`src/rtl/demux_pkg.sv`:
```
// Shared types and defaults for the 1:8 demux deserializer.
// Optional feature macro: PARITY_CHECK_EN (adds the PARITY state).
package demux_pkg;

    localparam int DEMUX_WIDTH_DEF = 8;

`ifdef PARITY_CHECK_EN
    typedef enum logic [1:0] {
        IDLE   = 2'd0,
        SHIFT  = 2'd1,
        PARITY = 2'd2
    } state_t;
`else
    typedef enum logic [1:0] {
        IDLE  = 2'd0,
        SHIFT = 2'd1
    } state_t;
`endif

endpackage

```
`src/rtl/demux_sel_counter.sv`:
```
// Demux select counter: position of the next serial bit within the word.
// clr restarts the count at 0; with en also set, the current beat is taken
// as position 0, so sel lands on 1. sel wraps WIDTH-1 -> 0 on an enabled beat.
module demux_sel_counter #(
    parameter int WIDTH = 8,
    parameter int SEL_W = $clog2(WIDTH)
) (
    input  logic             clk,
    input  logic             rst_n,
    input  logic             clr,
    input  logic             en,
    output logic [SEL_W-1:0] sel,
    output logic             term
);

    localparam logic [SEL_W-1:0] LAST = SEL_W'(WIDTH - 1);

    logic [SEL_W-1:0] base;
    logic [SEL_W-1:0] sel_next;

    assign term = (sel == LAST);

    // Next select value from clear/enable.
    // NOTE: every signal assigned in always_comb gets a default first, otherwise a latch is inferred.
    always_comb begin
        base     = clr ? '0 : sel;
        sel_next = base;
        if (en) begin
            sel_next = (base == LAST) ? '0 : base + 1'b1;
        end
    end

    // Select register.
    // NOTE: sequential state uses non-blocking assignments so every flop samples pre-edge values.
    always_ff @(posedge clk or negedge rst_n) begin
        if (!rst_n) begin
            sel <= '0;
        end else begin
            sel <= sel_next;
        end
    end

endmodule

```
`src/rtl/demux1to8_deser.sv`:
```
// 1:8 demux deserializer: routes serial bits (LSB first) into a shadow word
// and presents each completed word on a valid/ready output port.
// Optional feature macro: PARITY_CHECK_EN (even-parity beat after the data
// bits, extra perr output).
module demux1to8_deser
    import demux_pkg::*;
#(
    parameter int WIDTH = DEMUX_WIDTH_DEF,
    parameter int SEL_W = $clog2(WIDTH)
) (
    input  logic             clk,
    input  logic             rst_n,
    input  logic             in_bit,
    input  logic             in_valid,
    input  logic             frame_start,
    output logic [WIDTH-1:0] out_word,
    output logic             out_valid,
    input  logic             out_ready,
    output logic [SEL_W-1:0] sel,
    output logic             busy,
`ifdef PARITY_CHECK_EN
    output logic             perr,
`endif
    output logic             overflow
);

    state_t           state, state_next;
    logic [WIDTH-1:0] shadow, shadow_next;
    logic [WIDTH-1:0] beat_word;
    logic [WIDTH-1:0] restart_word;
    logic [WIDTH-1:0] commit_word;
    logic             commit;
    logic             cnt_clr, cnt_en;
    logic             sel_term;
`ifdef PARITY_CHECK_EN
    logic             commit_perr;
`endif

    demux_sel_counter #(
        .WIDTH (WIDTH),
        .SEL_W (SEL_W)
    ) u_sel_counter (
        .clk   (clk),
        .rst_n (rst_n),
        .clr   (cnt_clr),
        .en    (cnt_en),
        .sel   (sel),
        .term  (sel_term)
    );

    assign busy = (state != IDLE);

    // Frame FSM next state, shadow update and word-commit decision.
    always_comb begin
        state_next   = state;
        shadow_next  = shadow;
        cnt_clr      = 1'b0;
        cnt_en       = 1'b0;
        commit       = 1'b0;
        beat_word    = shadow;
        beat_word[sel] = in_bit;
        restart_word = {{(WIDTH-1){1'b0}}, in_bit};
        commit_word  = beat_word;
`ifdef PARITY_CHECK_EN
        commit_perr  = 1'b0;
`endif
        case (state)
            IDLE: begin
                // Bits outside a frame are ignored until a frame_start beat.
                if (in_valid && frame_start) begin
                    state_next  = SHIFT;
                    shadow_next = restart_word;
                    cnt_clr     = 1'b1;
                    cnt_en      = 1'b1;
                end
            end
            SHIFT: begin
                if (in_valid) begin
                    cnt_en = 1'b1;
                    if (frame_start) begin
                        // Partial word dropped; this beat is the new bit 0.
                        shadow_next = restart_word;
                        cnt_clr     = 1'b1;
                    end else begin
                        shadow_next = beat_word;
                        if (sel_term) begin
`ifdef PARITY_CHECK_EN
                            state_next = PARITY;
`else
                            state_next = IDLE;
                            commit     = 1'b1;
`endif
                        end
                    end
                end
            end
`ifdef PARITY_CHECK_EN
            PARITY: begin
                if (in_valid) begin
                    if (frame_start) begin
                        state_next  = SHIFT;
                        shadow_next = restart_word;
                        cnt_clr     = 1'b1;
                        cnt_en      = 1'b1;
                    end else begin
                        state_next  = IDLE;
                        commit      = 1'b1;
                        commit_word = shadow;
                        commit_perr = ^{shadow, in_bit};
                    end
                end
            end
`endif
            default: begin
                state_next = IDLE;
            end
        endcase
    end

    // State and shadow registers.
    // NOTE: the shadow word is a plain register, not a memory, so it is reset like any other flop.
    always_ff @(posedge clk or negedge rst_n) begin
        if (!rst_n) begin
            state  <= IDLE;
            shadow <= '0;
        end else begin
            state  <= state_next;
            shadow <= shadow_next;
        end
    end

    // Output register with valid/ready handshake and sticky overflow.
    always_ff @(posedge clk or negedge rst_n) begin
        if (!rst_n) begin
            out_word  <= '0;
            out_valid <= 1'b0;
            overflow  <= 1'b0;
`ifdef PARITY_CHECK_EN
            perr      <= 1'b0;
`endif
        end else if (commit) begin
            if (!out_valid || out_ready) begin
                out_word  <= commit_word;
                out_valid <= 1'b1;
`ifdef PARITY_CHECK_EN
                perr      <= commit_perr;
`endif
            end else begin
                overflow <= 1'b1;
            end
        end else if (out_valid && out_ready) begin
            out_valid <= 1'b0;
        end
    end

endmodule

```
`config.mk`:
```
export PLATFORM = sky130hd
export DESIGN_NAME = demux1to8_deser
export DESIGN_NICKNAME = d
export VERILOG_FILES = /design/src/rtl/demux_pkg.sv /design/src/rtl/demux_sel_counter.sv /design/src/rtl/demux1to8_deser.sv
export SDC_FILE = /design/constraint.sdc
export NUM_CORES = 1
export LEC_CHECK = 0
export CORE_MARGIN = 2
export CORE_UTILIZATION = 45
export CTS_BUF_LIST = sky130_fd_sc_hd__clkbuf_4
export DETAILED_ROUTE_END_ITERATION = 8
export MAX_ROUTING_LAYER = met4
export PLACE_DENSITY = 0.71
export SKIP_LAST_GASP = 1
export SYNTH_ARGS = -nofsm -noshare
export SYNTH_HDL_FRONTEND = slang
export SYNTH_SLANG_ARGS = --single-unit
```
`constraint.sdc`:
```
create_clock -name clk -period 2.19 [get_ports clk]
set_input_delay 0.219 -clock clk [delete_from_list [all_inputs] [get_ports clk]]
set_output_delay 0.219 -clock clk [all_outputs]
set_load 0.02 [all_outputs]
```
==> results_dict.tcl <==
set metrics [dict create \
    ios 20 \
    cp_data_arrival_time_ps 1620 \
    clk_latency_ps 300 \
    cts_tree "built" \
    p_sw_w 0.000563 \
    required_ps 1970 \
    cpLargestDelayFamily "buffers and inverters" \
    yosysUniqueCellTypes 25 \
    drv_cap 0 \
    power_frac_comb_pct 42.8 \
    num_rows 17 \
    syn_inst 100 \
    mostFrequentLayoutCell "dfrtp_1" \
    drive_gt1_share_pct 12.4 \
    cts-root-buf "clkbuf_4" \
    grt_max_degree 22 \
    nFillCells 202 \
    ys.flop_type "dfrtp_1" \
    avgSynthCellArea_um2 10.6 \
    portBuffers 19 \
    cts_hold_buffers 0 \
    grt_pass1_wl_mm 3.54 \
    syn_nets 107 \
    worstMarginPinSlew_ps 510 \
    startpoint "u_sel_counter.sel[0]" \
    synth_enable_flop_cells 0 \
    start_util_pct 48.0 \
    hold_violations 0 \
    synth_top_area_share_pct 49.5 \
    ant_nets 0 \
    p_leak_nw 0.597 \
    setup_ws_ps 351 \
    track_usage_pct 18.7 \
    busiest_layer "met2" \
    final_nets 129 \
    wl_per_cell_um 14.1 \
    die-area_um2 2760 \
    die_w_um 52.6 \
    post-cts-setup-buffer-count 0 \
    clkPwrFrac_pct 13.6 \
    slowest_delay_ps 690 \
    crit_type "reg2out" \
    final_max_slew_viol_count 0 \
    holdCritPathClass "in2async" \
    ir_drop_mv 0.593 \
    grt_pass1_vias 784 \
    dp_hpwl_mm 1.44 \
    crit_fanout 12 \
    vias 766 \
    core_um2 2210 \
    synth-seq-area-share_pct 49.5 \
    min_period_over_period_pct 84.0 \
    intPower_w 0.000914 \
    gr-total-overflow 0 \
    cts_buffers 3 \
    syn-cell-area_um2 1060 \
    first_iter_violations 15 \
    yosys_warnings 0 \
    grt_util_met2_pct 30.4 \
    power_density_nw_per_um2 1130 \
    post-place-ws_ps 447 \
    swShare_pct 38.1 \
    placed_cell_area_um2 1280 \
    cts_resized 0 \
    path_cells "clkdlybuf4s50_1" \
    viasPerCell 5.14 \
    place_congestion 0.788 \
    wl_mm 2.10 \
    rsz0062_at_grt "false" \
    worstSetupStartpointType "flop" \
    yosys-top-cells-area "dfrtp_1 50%, mux2i_1 11%, o21ai_0 5.2%, nand2_1 4.2%, nand3b_1 3.5%" \
    worstReg2RegStart "u_sel_counter.sel[0]" \
    clkSinkCount 21 \
    ys_seq_elements 21 \
    path_clk_slew_ps 120 \
    drc 0 \
    grtUsageMet1_pct 22.2 \
    setup_tns_ps 0 \
    fin_area_um2 1310 \
    setup_viol 0 \
    h-tree-depth 1 \
    fin_skew_ps 5.97 \
    fmax_ghz 0.544 \
    share_seq_of_total_power_pct 43.5 \
    cts_max_path_buffers 2 \
    grt_util_met3_pct 3.43 \
    critPathBufInv 1 \
    antenna_found_initial 0 \
    synth_area_leader_cell "dfrtp_1" \
    first_pass_iters 4 \
    final_cell_mix "21 x dfrtp_1, 19 x clkdlybuf4s50_1, 12 x nand2_1, 12 x mux2i_1, 11 x o21ai_0" \
    slowest_stage "clkdlybuf4s50_1" \
    outcome "finished clean" \
    antenna_cells 0 \
    fin_crit_ps 1840 \
    synthArstFlopShare_pct 100 \
    worst_setup_path_end_kind "output port" \
    syn_to_final_growth_pct 23.5 \
    slew_headroom_pct 65.6 \
    die-height_um 52.6 \
]
## cell usage after synthesis, types with 2 or more instances
cell / n
mux2i_1: 12
a21oi_1: 3
and2_1: 2
o21ai_0: 11
nand3b_1: 5
nor2_1: 2
nand2_1: 12
buf_2: 2
o21a_1: 2
nor3b_1: 3
inv_1: 9
buf_4: 2
mux2_4: 2
dfrtp_1: 21
clkbuf_1: 2
## metal layers
metal	up-vias	wire length (µm)	share of wire, %
li1	377	-	-
met1	374	955	46
met2	13	1050	50
met3	2	71	3.4
met4	0	23	1.1
met5	-	0	0
## worst reg2reg max path, cell delays in order (launching register included)
cell,delay [ps]
dfrtp_1,620
nand4b_4,180
nor3_4,330
buf_4,220
mux2i_1,200
## power by group through the flow
stage | logic, W | clock network, W | registers [W]
3_3_place_gp | 0.000630 | 0 | 0.000644
5_1_grt | 0.000690 | 0.000227 | 0.000660
6_report | 0.000633 | 0.000201 | 0.000643
3_5_place_dp | 0.000637 | 0 | 0.000647
2_1_floorplan | 0.000317 | 0 | 0.000698
4_1_cts | 0.000642 | 0.000208 | 0.000642
## kinds of logic after synthesis
kind of cell / share of synthesized area (%)
AND/OR/NAND/NOR: 17.2
flip-flops: 49.5
AO/OA/AOI/OAI: 9.55
buffers and inverters: 7.31
multiplexers: 15.2
adder cells (fa/ha/maj): 1.18
## flip-flops by register name, summed over array words and instances (netlist names)
name	cells
out_valid	1
out_word	8
overflow	1
shadow	7
state	1
u_sel_counter.sel	3
## through the flow
step	hold slack [ps]	total power (W)	util, %	cells
detailed placement	475	0.00128	57.9	145
finish	245	0.00148	59.2	149
floorplan	-76.6	0.00102	-	100
CTS	246	0.00149	59.2	149
global route	262	0.00158	59.2	149
global placement	442	0.00127	57.9	145
## worst paths after layout
check / end / slack, ps / cells past startpoint
setup / recovery: sel[0] / 350 / 1
hold / removal: u_sel_counter.sel[2] / 240 / 2
setup reg to reg: out_word[1] / 570 / 4
hold reg to reg: overflow / 490 / 1
max in group asynchronous: shadow[1] / 1730 / 2
min in group clk: overflow / 490 / 1
## area by class of cell
class,count,area [µm²],share of cell area [%]
multi-input cells,63,458,35.0
repair buffers,24,228,17.4
inverters,9,33.8,2.58
well taps,28,35.0,2.67
clock buffers,4,30.0,2.29
flip-flops and latches,21,526,40.1
(Power assumes the default switching activity.)
